[src/rtl/fifo_if.sv]
// fifo_if: handshake bundle for the single-clock FIFO.
// Optional FIFO_ERR_FLAGS_EN adds sticky overflow/underflow status.
interface fifo_if #(
  parameter int DATA_WIDTH = 8
) (
  input logic clk,
  input logic rst_n
);
  logic                  wr_en;
  logic [DATA_WIDTH-1:0] wr_data;
  logic                  rd_en;
  logic [DATA_WIDTH-1:0] rd_data;
  logic                  full;
  logic                  empty;
`ifdef FIFO_ERR_FLAGS_EN
  logic                  overflow;
  logic                  underflow;
`endif

  // FIFO side of the bundle.
  modport fifo (
    input  clk, rst_n, wr_en, wr_data, rd_en,
`ifdef FIFO_ERR_FLAGS_EN
    output overflow, underflow,
`endif
    output rd_data, full, empty
  );

  // Producer/consumer side of the bundle.
  modport master (
    input  clk, rst_n,
`ifdef FIFO_ERR_FLAGS_EN
    input  overflow, underflow,
`endif
    input  rd_data, full, empty,
    output wr_en, wr_data, rd_en
  );
endinterface

[src/rtl/fifo.sv]
// fifo: single-clock synchronous FIFO, first-word-fall-through read port.
// Depth need not be a power of two; indices wrap by explicit compare.
// Optional macro FIFO_ERR_FLAGS_EN adds sticky overflow/underflow flags.
module fifo #(
  parameter int DATA_WIDTH = 8,
  parameter int FIFO_DEPTH = 8
) (
  fifo_if.fifo bus
);
  localparam int IDX_W = (FIFO_DEPTH > 1) ? $clog2(FIFO_DEPTH) : 1;
  localparam int CNT_W = IDX_W + 1;

  logic [DATA_WIDTH-1:0] mem [FIFO_DEPTH];
  logic [IDX_W-1:0]      w_idx_q, w_idx_d;
  logic [IDX_W-1:0]      r_idx_q, r_idx_d;
  logic [CNT_W-1:0]      count_q, count_d;
  logic                  do_wr, do_rd;

  function automatic logic [IDX_W-1:0] next_idx(input logic [IDX_W-1:0] idx);
    return (idx == IDX_W'(FIFO_DEPTH - 1)) ? '0 : idx + IDX_W'(1);
  endfunction

  assign bus.full    = (count_q == CNT_W'(FIFO_DEPTH));
  assign bus.empty   = (count_q == '0);
  assign do_wr       = bus.wr_en & ~bus.full;
  assign do_rd       = bus.rd_en & ~bus.empty;
  assign bus.rd_data = bus.empty ? '0 : mem[r_idx_q];

  // Next-state for indices and occupancy; simultaneous accept leaves count alone.
  always_comb begin
    w_idx_d = do_wr ? next_idx(w_idx_q) : w_idx_q;
    r_idx_d = do_rd ? next_idx(r_idx_q) : r_idx_q;
    count_d = count_q;
    case ({do_wr, do_rd})
      2'b10:   count_d = count_q + CNT_W'(1);
      2'b01:   count_d = count_q - CNT_W'(1);
      default: count_d = count_q;
    endcase
  end

  // Control state: indices and occupancy, cleared asynchronously.
  always_ff @(posedge bus.clk or negedge bus.rst_n) begin
    if (!bus.rst_n) begin
      w_idx_q <= '0;
      r_idx_q <= '0;
      count_q <= '0;
    end else begin
      w_idx_q <= w_idx_d;
      r_idx_q <= r_idx_d;
      count_q <= count_d;
    end
  end

  // Storage is left unreset; stale entries are hidden because rd_data is gated by empty.
  always_ff @(posedge bus.clk) begin
    if (do_wr) begin
      mem[w_idx_q] <= bus.wr_data;
    end
  end

`ifdef FIFO_ERR_FLAGS_EN
  logic overflow_q, underflow_q;

  // Sticky error flags, cleared only by reset.
  always_ff @(posedge bus.clk or negedge bus.rst_n) begin
    if (!bus.rst_n) begin
      overflow_q  <= 1'b0;
      underflow_q <= 1'b0;
    end else begin
      if (bus.wr_en & bus.full)  overflow_q  <= 1'b1;
      if (bus.rd_en & bus.empty) underflow_q <= 1'b1;
    end
  end

  assign bus.overflow  = overflow_q;
  assign bus.underflow = underflow_q;
`endif
endmodule

[src/flat_wrapper.sv]
// flat-port wrapper written by rule: the top's interface ports become plain ports
module fifo_flat 
#(
  parameter int DATA_WIDTH = 8,
  parameter int FIFO_DEPTH = 8
)
  (clk, rst_n, bus_wr_en, bus_wr_data, bus_rd_en, bus_rd_data, bus_full, bus_empty);
  fifo_if #(.DATA_WIDTH(DATA_WIDTH)) bus_i (.clk(clk), .rst_n(rst_n));
  input wire logic clk;
  input wire logic rst_n;
  input wire logic [$bits(bus_i.wr_en)-1:0] bus_wr_en;
  input wire logic [$bits(bus_i.wr_data)-1:0] bus_wr_data;
  input wire logic [$bits(bus_i.rd_en)-1:0] bus_rd_en;
  output wire logic [$bits(bus_i.rd_data)-1:0] bus_rd_data;
  output wire logic [$bits(bus_i.full)-1:0] bus_full;
  output wire logic [$bits(bus_i.empty)-1:0] bus_empty;
  assign bus_i.wr_en = bus_wr_en;
  assign bus_i.wr_data = bus_wr_data;
  assign bus_i.rd_en = bus_rd_en;
  assign bus_rd_data = bus_i.rd_data;
  assign bus_full = bus_i.full;
  assign bus_empty = bus_i.empty;
  fifo #(.DATA_WIDTH(DATA_WIDTH), .FIFO_DEPTH(FIFO_DEPTH)) u_core (.bus(bus_i));
endmodule
[config.mk]
export PLATFORM = sky130hd
export DESIGN_NAME = fifo_flat
export DESIGN_NICKNAME = d
export VERILOG_FILES = /design/src/rtl/fifo_if.sv /design/src/rtl/fifo.sv /design/src/flat_wrapper.sv
export SDC_FILE = /design/constraint.sdc
export NUM_CORES = 1
export LEC_CHECK = 0
export CAP_MARGIN = 20
export CORE_MARGIN = 2
export CORE_UTILIZATION = 30
export DETAILED_ROUTE_END_ITERATION = 8
export HOLD_SLACK_MARGIN = 0.12
export MAX_ROUTING_LAYER = met4
export REMOVE_ABC_BUFFERS = 1
export SYNTH_ARGS = -nofsm -noshare
export SYNTH_HDL_FRONTEND = slang
export SYNTH_SLANG_ARGS = --single-unit
[constraint.sdc]
create_clock -name clk -period 2.8 [get_ports clk]
set_clock_uncertainty 0.1 [all_clocks]
set_input_delay 0.28 -clock clk [delete_from_list [all_inputs] [get_ports clk]]
set_output_delay 0.28 -clock clk [all_outputs]
set_load 0.05 [all_outputs]
---- Word-level counts from Yosys, hierarchy flattened ----
Memory sizes are Yosys's and may differ from the RTL's.
Cells that the tools add are included.
word-level totals
  output and inout port bits .............. 10
  logic and storage cells ................. 25
  RAM bits ................................ 64
  bits in registers ....................... 10
  memories kept ........................... 1
  input port bits ......................... 12
memories
  memory      words  width  read ports  clocked after Yosys merged registers in  wr ports  line        text
  u_core.mem  8      8      1           0                                        1         fifo.sv:13  logic [DATA_WIDTH-1:0] mem [FIFO_DEPTH];
cells by class
  bitwise logic cells ..................... 4
  reduce and logical (&&, ||, !) cells .... 2
  muxes and demuxes ....................... 6
  equal/unequal tests ..................... 5
  add/sub/neg operators ................... 4
operators with widths
  operator               count
  $mux W8                1
  $pmux W4 S2            1
  $add A3 B1 Y3 const B  2
  $eq A3 B3 Y1 const B   2
  $mux W3                2
  $add A4 B1 Y4 const B  1
  $eq A4 B4 Y1 const B   1
  $logic_not A4 Y1       1
  $sub A4 B1 Y4 const B  1
  $and A1 B1 Y1          2
  $eq A2 B1 Y1 const B   1
  $eq A2 B2 Y1 const B   1
  $mux W1                2
  $not A1 Y1             2
  $reduce_bool A2 Y1     1

---- Depth between registers and ports, before layout ----
  depth after elaboration ................. 5
  depth in mapped cells ................... 10
  mapped depth without buffers ............ 9

---- Least setup slack after synthesis ----
No wires, ideal clock.
  kind .................................... reg-to-reg
  start ................................... register u_core.count_q[1]
  end ..................................... register u_core.count_q[3]
  data arrival time ....................... 3.024 ns
  setup slack ............................. -0.414 ns
  library setup time ...................... 0.090 ns
  cell stages (with the launch flop) ...... 10
  path buffers ............................ 2
  data required time ...................... 2.610 ns
  period minus slack after synthesis ...... 3.214 ns
  path through ............................ dfrtp_1 -> buf_6 -> nor4_2 -> or2b_2 -> inv_1 -> ha_1 -> clkbuf_1 -> or4b_1 -> a21o_1 -> o221ai_1
on the way
  longest elaborated chain between the ends .. 5
  elaborated cells on any way between the ends .. 12
  those cells by class .................... add/sub: 2; eq/ne: 3; mux: 1; bitwise: 4; reduce/logical: 2
ends and longest elaborated chain
  element                                            line                text
  from (decl)                                        fifo.sv:16          logic [CNT_W-1:0] count_q, count_d;
  from (signal assigned)                             fifo.sv:50          count_q <= count_d;
  $logic_not A4 Y1 *                                 fifo.sv:24          assign bus.empty = (count_q == '0);
  named net bus_empty                                flat_wrapper.sv:16  output wire logic [$bits(bus_i.empty)-1:0] bus_empty;
  $not A1 Y1 *                                       fifo.sv:26          assign do_rd = bus.rd_en & ~bus.empty;
  $and A1 B1 Y1 *                                    fifo.sv:26
  named net u_core.do_rd                             fifo.sv:17          logic do_wr, do_rd;
  $eq A2 B1 Y1 or $eq A2 B2 Y1 (tied branches)       fifo.sv:34          case ({do_wr, do_rd})
  $pmux W4 S2 or $reduce_bool A2 Y1 (tied branches)  n/a
The timed path passes the listed nets; every way through them passes the cells marked *.
A chain may end at the register's enable or synchronous reset.

---- Worst setup path after layout ----
  start ................................... register u_core.count_q[0]
  end ..................................... output port bus_full
on the way
  longest elaborated chain between the ends .. 1
ends and longest elaborated chain
  element       line                text
  $eq A4 B4 Y1  fifo.sv:23          assign bus.full = (count_q == CNT_W'(FIFO_DEPTH));
  to (decl)     flat_wrapper.sv:15  output wire logic [$bits(bus_i.full)-1:0] bus_full;
No other way between the ends.

==> metrics <==
Initial Util between 30% and 40%; CP Data Arrival Time 2.30 ns; CP Launch Type register; share of cells above drive strength 1 about 29%; CTS H-Tree Depth 3; largest net degree at the start of global routing 20; Synth Area in Adders between 2 and 3%; number of port buffers 21; Final nets about 220; critical path class reg -> out; min cycle time layout 2.68 ns; Worst-path clk slew around 0.080 ns; CTS tree yes; crit-path max FO 7; clock latency on the worst-skew pair between 0.3 and 0.4 ns; CTS max path bufs 2; Synth Area in Compound Gates a little under 4%; GPL Wtd Cong about 0.71; via/cell ratio 4.59; cts bufs inserted 9; worst-margin pin slew ~0.77 ns; cell area after synthesis approximately 3100 um^2; clk sinks 74; largest cells by area after synthesis edfxtp_1 (61%), dfrtp_1 (8.0%), mux4_2 (7.2%), mux4_1 (5.0%), ha_1 (2.8%); dominant cell type by area after synthesis edfxtp_1; warnings from Yosys 0; postcts setup bufs 0; Fin. Hold Viols 0; CORE AREA around 10000 um^2; Design Power about 4.1 mW; Util after Layout 36.6%; wire per inst approximately 17 um; Vias about 1500; #FFs+latches synth 74; GRT Util Overall roughly 11%; CTS resizes 0; sequential-to-total area share from yosys stat between 60% and 70%; Worst Hold Class in -> async; DR DRC count 0; n_diodes 0; maximum vdd drop 0.000490 V; Crit. End Element primary output; Slew Viols, Final 0; Max-Cap Viols 0; CTS root buffer clkbuf_8; vias in the first global route roughly 1600; Die H between 100 and 150 um; routed wire length 5600 um; final setup vio count 0; FMAX roughly 370 MHz; non-filler instance count after layout 337; full die area 11300 um^2; # IOs 22; Synth top area share between 60 and 70%; Mapped Cells about 160; first-pass GRT wire length 8670 um; xor/xnor share of the synthesized area 0.838%; power density cells ~1100 nW/um^2; Die Width around 110 um; GRT overflow 0; outcome finished clean; Distinct cells, synth 36; final worst path period share 95.8%; initial drt markers 52; synthesized area per cell around 20 um^2; largest family of logic cells by synthesized area multiplexers; placed instance count about 320; unrepaired setup endpoints after global routing no; CTS Hold Bufs 0; worst rel slew slack 48.4%; hpwl dp around 3400 um; Detail Route Antenna Nets 0; Simple-Gate Fraction of Synth Area about 5.6%; Lkg Pwr between 1 and 1.5 nW; area delta synth->final 19.5%; number of core rows 37; post-synthesis mux area share roughly 15%; Required @ worst endpoint between 2 and 2.5 ns; initial antenna violation count 0; DRT Pass-1 Iters 6
-- worst paths after layout --
path,slack [ns],startpoint,cells past startpoint,end
max,0.12,u_core.count_q[0],3,bus_full
min in group clk,0.47,u_core.r_idx_q[2],1,u_core.r_idx_q[2]
min,0.17,rst_n,1,u_core.count_q[2]
max reg2reg,0.21,u_core.count_q[0],6,u_core.count_q[3]
max in group asynchronous,2.09,rst_n,1,u_core.w_idx_q[2]
min reg2reg,0.47,u_core.r_idx_q[2],1,u_core.r_idx_q[2]
-- metal layers --
layer  vias up  part of all wire [%]  GRT usage [%]
met5         -                     0              -
met4         0                   1.4           4.23
met3         8                   3.2           2.39
met2        29                    47           16.8
met1       783                    48           14.1
li1        728                     -              -
-- power breakdown --
part           switching, mW  total (mW)  internal [mW]
combinational          0.935        1.67          0.739
clock                  0.424       0.853          0.429
sequential             0.187        1.61           1.42
total                   1.55        4.13           2.59
-- synthesized netlist by cell type (all sizes together) --
| master | number |
|---|---|
| o41ai | 1 |
| a22o | 8 |
| dfrtp | 10 |
| nor2b | 2 |
| o221ai | 1 |
| or3b | 1 |
| mux2i | 1 |
| inv | 4 |
| xor2 | 1 |
| edfxtp | 64 |
| a21o | 1 |
| nor4 | 2 |
| or4 | 1 |
| o21a | 1 |
| a2111oi | 1 |
| nand2 | 2 |
| or2b | 1 |
| clkbuf | 1 |
| nand3b | 1 |
| xnor2 | 2 |
| nor3 | 4 |
| nor2 | 7 |
| ha | 7 |
| mux4 | 16 |
| nand2b | 2 |
| nand3 | 1 |
| mux2 | 7 |
| buf | 6 |
| or4b | 2 |
| a21oi | 1 |
-- metrics by stage --
stage	cell area (um^2)	setup slack, ns	hold slack [ns]	setup TNS [ns]
after floorplan	3080	-0.337	-0.116	-0.858
after global placement	3540	0.267	0.444	0
after detailed placement	3540	0.222	0.455	0
final	3750	0.118	0.170	0
after global routing	3750	0.0352	0.193	0
after CTS	3750	0.0879	0.171	0
-- worst max-delay path, cell delays in order (launching register included) --
cell             delay [ns]
dfrtp_1                0.47
or4b_4                 0.62
inv_1                  0.08
clkdlybuf4s50_1        0.80
-- layout by cell type (no fill, tap or decap), types with 2 or more instances in the layout --
master            n
nor4_2            2
mux2_2            4
inv_6             3
mux4_2           10
inv_1             4
dfrtp_1          10
xnor2_1           2
ha_1              7
edfxtp_1         64
clkdlybuf4s50_1  13
nor2_1            7
nor2b_1           2
a22o_1            8
clkbuf_8          9
buf_4            20
nand2b_1          2
mux2_4            3
nor3_1            4
mux4_1            6
-- cell families (layout without fill, tap and decap cells) --
group | count (synthesis) | count (layout)
and+or+nand+nor | 26 | 26
xor gates and xnor gates | 3 | 3
buffers and inverters | 11 | 53
adders and majority gates | 7 | 7
DFF | 74 | 74
AOI/OAI and AO/OA | 14 | 14
muxes | 24 | 24
-- layout make-up --
cell class,count,area [um^2]
Multi-Input combinational cell,74,901
Timing Repair Buffer,33,280
Tap cell,136,170
Inverter,4,15.0
Clock inverter,7,83.8
Clock buffer,9,124
Fill cell,969,6480
Sequential cell,74,2170
-- registers in the layout, summed over array words and instances (netlist names) --
register        cells
u_core.mem         64
u_core.w_idx_q      3
u_core.count_q      4
u_core.r_idx_q      3
Note: power is estimated with default switching activity, not from simulation.
